$ cat src/rtl/mips_pkg.sv
// Shared definitions for the MIPS register file slice.
// Holds the default widths, the architectural register constants and the
// byte-merge helper used by the GPR write path and both GPR bypass paths.
package mips_pkg;

  localparam int unsigned DEF_DATA_WIDTH  = 32;
  localparam int unsigned DEF_ADDR_WIDTH  = 5;

  localparam int unsigned REG_ZERO = 0;
  localparam int unsigned REG_V0   = 2;

  // byte_merge works on the widest supported register; callers widen/narrow
  localparam int unsigned MERGE_MAX_WIDTH = 128;
  localparam int unsigned MERGE_MAX_BYTES = MERGE_MAX_WIDTH / 8;

  // Bytes with mask set come from new_val, the others from old_val.
  function automatic logic [MERGE_MAX_WIDTH-1:0] byte_merge(
    input logic [MERGE_MAX_WIDTH-1:0] old_val,
    input logic [MERGE_MAX_WIDTH-1:0] new_val,
    input logic [MERGE_MAX_BYTES-1:0] mask
  );
    logic [MERGE_MAX_WIDTH-1:0] merged;
    merged = old_val;
    for (int unsigned i = 0; i < MERGE_MAX_BYTES; i++) begin
      if (mask[i]) merged[8*i +: 8] = new_val[8*i +: 8];
    end
    return merged;
  endfunction

endpackage

$ cat src/rtl/hilo_reg.sv
// HI/LO special registers for MULT/DIV/MTHI/MTLO.
// Ports:
//   clk, reset          - clock, synchronous active-high reset
//   we[1:0]             - bit1 writes HI, bit0 writes LO (full-width writes)
//   hi_wdata, lo_wdata  - write data
//   hi_data, lo_data    - contents, or same-cycle write data when BYPASS = 1
module hilo_reg
  import mips_pkg::*;
#(
  parameter int unsigned DATA_WIDTH = DEF_DATA_WIDTH,
  parameter int unsigned BYPASS     = 1
) (
  input  logic                  clk,
  input  logic                  reset,
  input  logic [1:0]            we,
  input  logic [DATA_WIDTH-1:0] hi_wdata,
  input  logic [DATA_WIDTH-1:0] lo_wdata,
  output logic [DATA_WIDTH-1:0] hi_data,
  output logic [DATA_WIDTH-1:0] lo_data
);

  logic [DATA_WIDTH-1:0] hi_q;
  logic [DATA_WIDTH-1:0] lo_q;

  // Storage: reset wins over any write in the same cycle
  always_ff @(posedge clk) begin
    if (reset) begin
      hi_q <= '0;
      lo_q <= '0;
    end else begin
      if (we[1]) hi_q <= hi_wdata;
      if (we[0]) lo_q <= lo_wdata;
    end
  end

  // Forwarding is held off during reset since that write will be dropped
  always_comb begin
    hi_data = hi_q;
    lo_data = lo_q;
    if ((BYPASS != 0) && !reset) begin
      if (we[1]) hi_data = hi_wdata;
      if (we[0]) lo_data = lo_wdata;
    end
  end

endmodule

$ cat src/rtl/mips_reg_file.sv
// General-purpose register file for the MIPS core.
// Two combinational read ports (rs, rt), one synchronous write port with
// per-byte enables (LWL/LWR), HI/LO registers, optional same-cycle bypass
// and a debug tap of one stored register.
// Ports:
//   clk, reset                      - clock, synchronous active-high reset
//   rs_addr/rs_data, rt_addr/rt_data - read ports
//   wr_en, wr_addr, wr_byte_en, wr_data - GPR write port
//   hilo_we, hi_wdata, lo_wdata     - HI/LO write port
//   hi_data, lo_data                - HI/LO read
//   dbg_data                        - committed contents of DEBUG_INDEX
module mips_reg_file
  import mips_pkg::*;
#(
  parameter int unsigned DATA_WIDTH  = DEF_DATA_WIDTH,
  parameter int unsigned ADDR_WIDTH  = DEF_ADDR_WIDTH,
  parameter int unsigned BYPASS      = 1,
  parameter int unsigned DEBUG_INDEX = REG_V0
) (
  input  logic                    clk,
  input  logic                    reset,
  input  logic [ADDR_WIDTH-1:0]   rs_addr,
  input  logic [ADDR_WIDTH-1:0]   rt_addr,
  output logic [DATA_WIDTH-1:0]   rs_data,
  output logic [DATA_WIDTH-1:0]   rt_data,
  input  logic                    wr_en,
  input  logic [ADDR_WIDTH-1:0]   wr_addr,
  input  logic [DATA_WIDTH/8-1:0] wr_byte_en,
  input  logic [DATA_WIDTH-1:0]   wr_data,
  input  logic [1:0]              hilo_we,
  input  logic [DATA_WIDTH-1:0]   hi_wdata,
  input  logic [DATA_WIDTH-1:0]   lo_wdata,
  output logic [DATA_WIDTH-1:0]   hi_data,
  output logic [DATA_WIDTH-1:0]   lo_data,
  output logic [DATA_WIDTH-1:0]   dbg_data
);

  localparam int unsigned NUM_BYTES = DATA_WIDTH / 8;
  localparam int unsigned NUM_REGS  = 1 << ADDR_WIDTH;
  localparam logic [ADDR_WIDTH-1:0] ZERO_ADDR = ADDR_WIDTH'(REG_ZERO);
  localparam logic [ADDR_WIDTH-1:0] DBG_ADDR  = ADDR_WIDTH'(DEBUG_INDEX);

  generate
    if (((DATA_WIDTH % 8) != 0) || (DATA_WIDTH > MERGE_MAX_WIDTH) ||
        (DEBUG_INDEX >= NUM_REGS)) begin : g_param_check
      $error("mips_reg_file: unsupported DATA_WIDTH or DEBUG_INDEX");
    end
  endgenerate

  // Adapts the package-wide merge helper to this instance's width
  function automatic logic [DATA_WIDTH-1:0] merge_bytes(
    input logic [DATA_WIDTH-1:0] old_val,
    input logic [DATA_WIDTH-1:0] new_val,
    input logic [NUM_BYTES-1:0]  mask
  );
    return DATA_WIDTH'(byte_merge(MERGE_MAX_WIDTH'(old_val),
                                  MERGE_MAX_WIDTH'(new_val),
                                  MERGE_MAX_BYTES'(mask)));
  endfunction

  logic [DATA_WIDTH-1:0] regs [NUM_REGS];
  logic [DATA_WIDTH-1:0] wr_merged;

  assign wr_merged = merge_bytes(regs[wr_addr], wr_data, wr_byte_en);

  // GPR array; entry 0 is never written so it stays at its reset value
  always_ff @(posedge clk) begin
    if (reset) begin
      for (int unsigned i = 0; i < NUM_REGS; i++) regs[i] <= '0;
    end else if (wr_en && (wr_addr != ZERO_ADDR)) begin
      regs[wr_addr] <= wr_merged;
    end
  end

  logic [ADDR_WIDTH-1:0] rd_addr [2];
  logic [DATA_WIDTH-1:0] rd_data [2];

  assign rd_addr[0] = rs_addr;
  assign rd_addr[1] = rt_addr;
  assign rs_data    = rd_data[0];
  assign rt_data    = rd_data[1];

  // Read ports: r0 forced to zero, optional merge with the in-flight write
  generate
    for (genvar p = 0; p < 2; p++) begin : g_rd
      logic [DATA_WIDTH-1:0] stored;
      logic                  hit;

      assign stored = (rd_addr[p] == ZERO_ADDR) ? '0 : regs[rd_addr[p]];
      assign hit    = (BYPASS != 0) && !reset && wr_en &&
                      (wr_addr == rd_addr[p]) && (rd_addr[p] != ZERO_ADDR);
      assign rd_data[p] = hit ? merge_bytes(stored, wr_data, wr_byte_en)
                              : stored;
    end
  endgenerate

  // Debug tap shows committed state only
  assign dbg_data = regs[DBG_ADDR];

  hilo_reg #(
    .DATA_WIDTH (DATA_WIDTH),
    .BYPASS     (BYPASS)
  ) u_hilo (
    .clk      (clk),
    .reset    (reset),
    .we       (hilo_we),
    .hi_wdata (hi_wdata),
    .lo_wdata (lo_wdata),
    .hi_data  (hi_data),
    .lo_data  (lo_data)
  );

endmodule

$ cat config.mk
export PLATFORM = sky130hd
export DESIGN_NAME = mips_reg_file
export DESIGN_NICKNAME = d
export VERILOG_FILES = /design/src/rtl/mips_pkg.sv /design/src/rtl/hilo_reg.sv /design/src/rtl/mips_reg_file.sv
export SDC_FILE = /design/constraint.sdc
export NUM_CORES = 2
export LEC_CHECK = 0
export CORE_AREA = 2 2 492 494
export DETAILED_ROUTE_END_ITERATION = 8
export DIE_AREA = 0 0 494 496
export GPL_ROUTABILITY_DRIVEN = 0
export HOLD_SLACK_MARGIN = 0.12
export PLACE_DENSITY = 0.47
export REMOVE_ABC_BUFFERS = 1
export SLEW_MARGIN = 20
export SYNTH_ARGS = -nofsm -noshare
export SYNTH_HDL_FRONTEND = slang
export SYNTH_SLANG_ARGS = --single-unit
$ cat constraint.sdc
create_clock -name clk -period 7.3 [get_ports clk]
set_input_delay 1.46 -clock clk [delete_from_list [all_inputs] [get_ports clk]]
set_output_delay 1.46 -clock clk [all_outputs]
set_load 0.03 [all_outputs]
Word level (Yosys, flattened, before mapping)

Memory sizes are Yosys's and may differ from the RTL's.
Index checks and enable logic that the tools add are counted.

Register bits: 64
Memories: 1
Bits in writable memories: 1024
Output and inout port bits: 160
Bits of input ports: 120

Memories:

| name | depth | width | rd ports | clocked after Yosys merged registers in | write ports | line                | text |
|---|---|---|---|---|---|---|---|
| regs | 32    | 32    | 3        | 0                                       | 32          | mips_reg_file.sv:61 | `logic [DATA_WIDTH-1:0] regs [NUM_REGS];` |

Equal/unequal tests: 6
Mux-type cells: 28
Reduce and logical (&&, ||, !) cells: 17

Operators by type and width:

| cell                                 | count |
|---|---|
| 32-bit 2-to-1 mux                    | 9 |
| 8-bit 2-to-1 mux                     | 12 |
| 32-bit OR reduction                  | 1 |
| 5-bit nonzero test                   | 3 |
| 5-bit == test                        | 2 |
| 5-bit logical NOT                    | 2 |
| 2-bit AND reduction                  | 4 |
| 1-bit logical AND                    | 6 |
| 1-bit 2-to-1 mux                     | 5 |
| 5-bit 2-to-1 mux                     | 1 |
| 4-bit 2-to-1 mux                     | 1 |
| 1-bit != test, second input constant | 4 |
| 1-bit logical NOT                    | 1 |

Depth between registers and ports, before layout

Word-level depth: 8
Gate-level depth with buffers: 10

Hierarchy

From an unflattened synthesis, not the netlist that was laid out.

Cells, all modules: 4196
Area total of the unflattened synthesis: 59796.1 um^2

By module, submodules not included:

| module        | cells an instance | sequential area each (um^2) | instances | area an instance (um^2) |
|---|---|---|---|---|
| mips_reg_file | 3915              | 30749.5                     | 1         | 56482.9 |
| hilo_reg      | 281               | 1281.2                      | 1         | 3313.2 |

Worst setup path after synthesis

No wires, ideal clock.

Path type: input -> output
Start point: input rs_addr[0]
End point: output rs_data[15]
Stages: 7
Required time: 5.840 ns
Data arrival time: 3.233 ns
Slack: 2.607 ns
Cell sequence: buf_2 -> buf_6 -> buf_2 -> mux4_2 -> a211oi_1 -> o21bai_1 -> a32o_1

Word-level cells in the longest chain between the ends: 4

Ends and longest elaborated chain:

| what                                                   | line                                     | text |
|---|---|---|
| start, declared                                        | mips_reg_file.sv:22                      | `input logic [ADDR_WIDTH-1:0] rs_addr,` |
| memory 32 x 32 bit (tied with other cells)             | -                                        |  |
| 32-bit 2-to-1 mux or 1-bit logical AND (tied branches) | mips_reg_file.sv:89, mips_reg_file.sv:90 |  |
| 8-bit 2-to-1 mux or 1-bit logical AND (tied branches)  | mips_pkg.sv:25, mips_reg_file.sv:91      |  |
| 32-bit 2-to-1 mux *                                    | mips_reg_file.sv:92                      | `assign rd_data[p] = hit ? merge_bytes(stored, wr_data, wr_byte_en)` |
| end, declared                                          | mips_reg_file.sv:24                      | `output logic [DATA_WIDTH-1:0] rs_data,` |

Mark *: on every way between the ends. The rest lies on a longest branch, timed or not.

Worst setup path in the final report

Start point: input rs_addr[0]
End point: output rs_data[6]

Same word-level chain as after synthesis.

==> flow_summary_export.csv <==
group,metric,value,unit
route,routedWlPerCell,29.0,µm
die,die_width,494,µm
clock_tree,clock-sinks,1088,
clock_tree,cts_max_level,4,
die,rows,180,
synth,seq_area_frac_synth,0.536,
die,fp.dieH,496,µm
clock_tree,cts_setup_buffers,0,
timing,clock_skew,0,ns
route,vias,40300,
pwr,ir_drop,0.166,mV
route,met1Wirelength,99.2,mm
critical_path,crit_type,"input port to output port",
clock_tree,cts_tree,"yes",
final_layout,fin_util,0.298,
clock_tree,path_clk_slew,0.06,ns
pwr,power.leakage,25.1,nW
synth,yosysWarnings,0,
global_route,antenna_found_initial,13,
die,design.core.area,240000,µm²
route,highest_layer,"met5",
route,first_pass_iters,6,
global_route,grt_max_degree,65,
final_layout,area_growth,19.4,%
synth,netlist_area,59800,µm²
min_path,holdPathEnd,"u_hilo.hi_q[23]",
timing,slew_viol_final,0,
final_layout,stdcell_area,71400,µm²
route,met2_wirelength,104,mm
synth,synth_edf_count,1024,
route,drt-initial-drc-count,4184,
pwr,power.total,0.0164,W
synth,synth_top_area_cell,"edfxtp_1",
route,routed_wl,232,mm
synth,synth_seq_cells,1088,
placement,placed_cell_area,67200,µm²
clock_tree,insertion_delay,0.78,ns
final_layout,drive_gt1_frac,0.225,
synth,synth.distinct_cells,57,
timing,min_period,6.38,ns
synth,synth_cells,4401,
timing,slew_headroom,0.239,
global_route,grt_pass1_wl,321,mm
critical_path,crit_fanout,52,
min_path,hp-class,"flop to flop",
route,route.detailed.drc,0,
placement,io_buffers,279,
global_route,grt_usage,0.185,
synth,yosys_most_used_dff,"edfxtp_1",
route,wl_met3,21.0,mm
run,maxCapViolCount,0,
min_path,hold_start,"u_hilo.hi_q[23]",
die,dieArea,245000,µm²
critical_path,arrival,4.92,ns
synth,synth.avg_cell_area,13.6,µm²
timing,rsz0062_at_grt,"no",
clock_tree,cts_hold_buffers,0,
placement,dp_hpwl,162,mm
route,viasPerCell,5.05,
synth,yosysTopAreaCellShare,0.514,
critical_path,r2r_start,"u_hilo.hi_q[12]",
status,outcome,"finished clean",
pwr,p_per_area,229,nW/µm²
synth,ys_async_sr_fraction,0,
route,drtAntennaViolNets,0,
timing,setup_viol,0,
clock_tree,cts-resized-gates,0,
critical_path,ff2ff_setup_slack,6.68,ns
timing,setup_tns,0,ns
synth,yosys-top-cells-area,"edfxtp_1 51%, mux4_2 14%, and2_1 10%",
critical_path,cp-start-kind,"input port",
final_layout,n_fill_cell,24100,
timing,tightest_slew,1.14,ns
clock_tree,cts-root-buf,"clkbuf_16",
critical_path,regToRegEndpoint,"u_hilo.hi_q[12]",
die,io_pins,280,
timing,finalCritPeriodShare,0.874,
global_route,grt-ovfl-total,0,
clock_tree,cts_inserted_buffers,131,
critical_path,r2r_cells,2,
final_layout,nets,4820,
clock_tree,clockBufferDepth,3,
timing,fmax,0.157,GHz
global_route,grt_pass1_vias,40500,
timing,hold_viol,0,
die,start_util,0.249,
min_path,hold_depth,2,
critical_path,cp-end-kind,"output port",
critical_path,cp.required,5.84,ns
-- cells in the mapped netlist, types with 76 or more instances --
cell type	count
nand2_1	79
o22ai_1	114
a22oi_1	96
nor2_1	235
and2_1	966
mux4_2	373
edfxtp_1	1024
clkbuf_1	195
mux2_2	76
mux2i_1	382
or2_2	122
buf_2	132
-- flip-flops by register name (all words and copies together), names as in the netlist --
name and flops:
u_hilo.hi_q 32, regs 1024, u_hilo.lo_q 32
-- layer usage --
| metal | global-route usage | vias up |
|---|---|---|
| li1 | - | 17400 |
| met1 | 0.252 | 20900 |
| met2 | 0.286 | 1783 |
| met3 | 0.0490 | 287 |
| met4 | 0.0596 | 4 |
| met5 | 0 | - |
-- placed cells by master, fill, tap and decap left out, types with 96 or more instances in the layout --
cell / netlist / layout
a22oi_1: 96 / 96
and2_1: 966 / 965
buf_4: 21 / 246
clkbuf_16: 0 / 134
clkdlybuf4s50_1: 0 / 214
edfxtp_1: 1024 / 1024
mux2i_1: 382 / 382
mux4_2: 373 / 373
nor2_1: 235 / 233
o22ai_1: 114 / 114
or2_2: 122 / 122
-- where the power goes --
group,total (W),leakage (nW),switching [W],internal (W)
Combinational,0.00243,12.8,0.00145,0.000986
Clock,0.00657,2.04,0.00283,0.00374
Sequential,0.00735,10.3,0.000200,0.00715
Total,0.0164,25.1,0.00448,0.0119
-- area by class of cell --
cell class	count	area, µm²	share of cell area
multi-input combinational	2963	26200	0.367
clock buffer	158	3490	0.0490
timing repair buffer	514	4960	0.0695
antenna	5	12.5	0.000175
inverter	2	7.51	0.000105
tap	3185	3990	0.0558
clock inverter	75	683	0.00957
sequential	1088	32000	0.449
-- worst max-delay path, cell delays in order --
cell and delay [ns]:
buf_8 0.38, buf_4 0.48, xor2_1 0.21, nor3_2 0.07
buf_4 0.16, a21oi_1 0.80, a32o_1 0.42, clkdlybuf4s50_1 0.72
-- through the flow --
| step | instances | setup WS [ns] | hold slack (ns) |
|---|---|---|---|
| floorplan | 4053 | 2.42 | 0.456 |
| global placement | 7752 | 0.841 | 0.469 |
| detailed placement | 7752 | 0.891 | 0.481 |
| global route | 7987 | 0.792 | 0.505 |
| CTS | 7985 | 0.881 | 0.496 |
| finish | 7990 | 0.921 | 0.489 |
-- cell families (layout without fill, tap and decap cells) --
kind of cell / count (synthesis) / count (layout) / share of synthesized area
buffers and inverters: 381 / 749 / 0.0292
muxes: 840 / 840 / 0.223
AOI/OAI and AO/OA: 466 / 466 / 0.0557
and+or+nand+nor: 1615 / 1615 / 0.155
other: 1 / 37 / 0.0000627
DFF: 1088 / 1088 / 0.536
xor gates and xnor gates: 10 / 10 / 0.00147
-- how the worst max path moves through the flow --
stage / from / end / slack [ns] / depth (start not counted)
final: rs_addr[0] / rs_data[6] / 0.92 / 8
after global routing: rs_addr[0] / rs_data[6] / 0.79 / 8
after CTS: rs_addr[0] / rs_data[6] / 0.88 / 8
after detailed placement: rs_addr[0] / rs_data[6] / 0.89 / 8
after global placement: rs_addr[0] / rs_data[6] / 0.84 / 8
after floorplan: reset / hi_data[0] / 2.42 / 2
No activity file was read; power rests on OpenSTA's default activity.
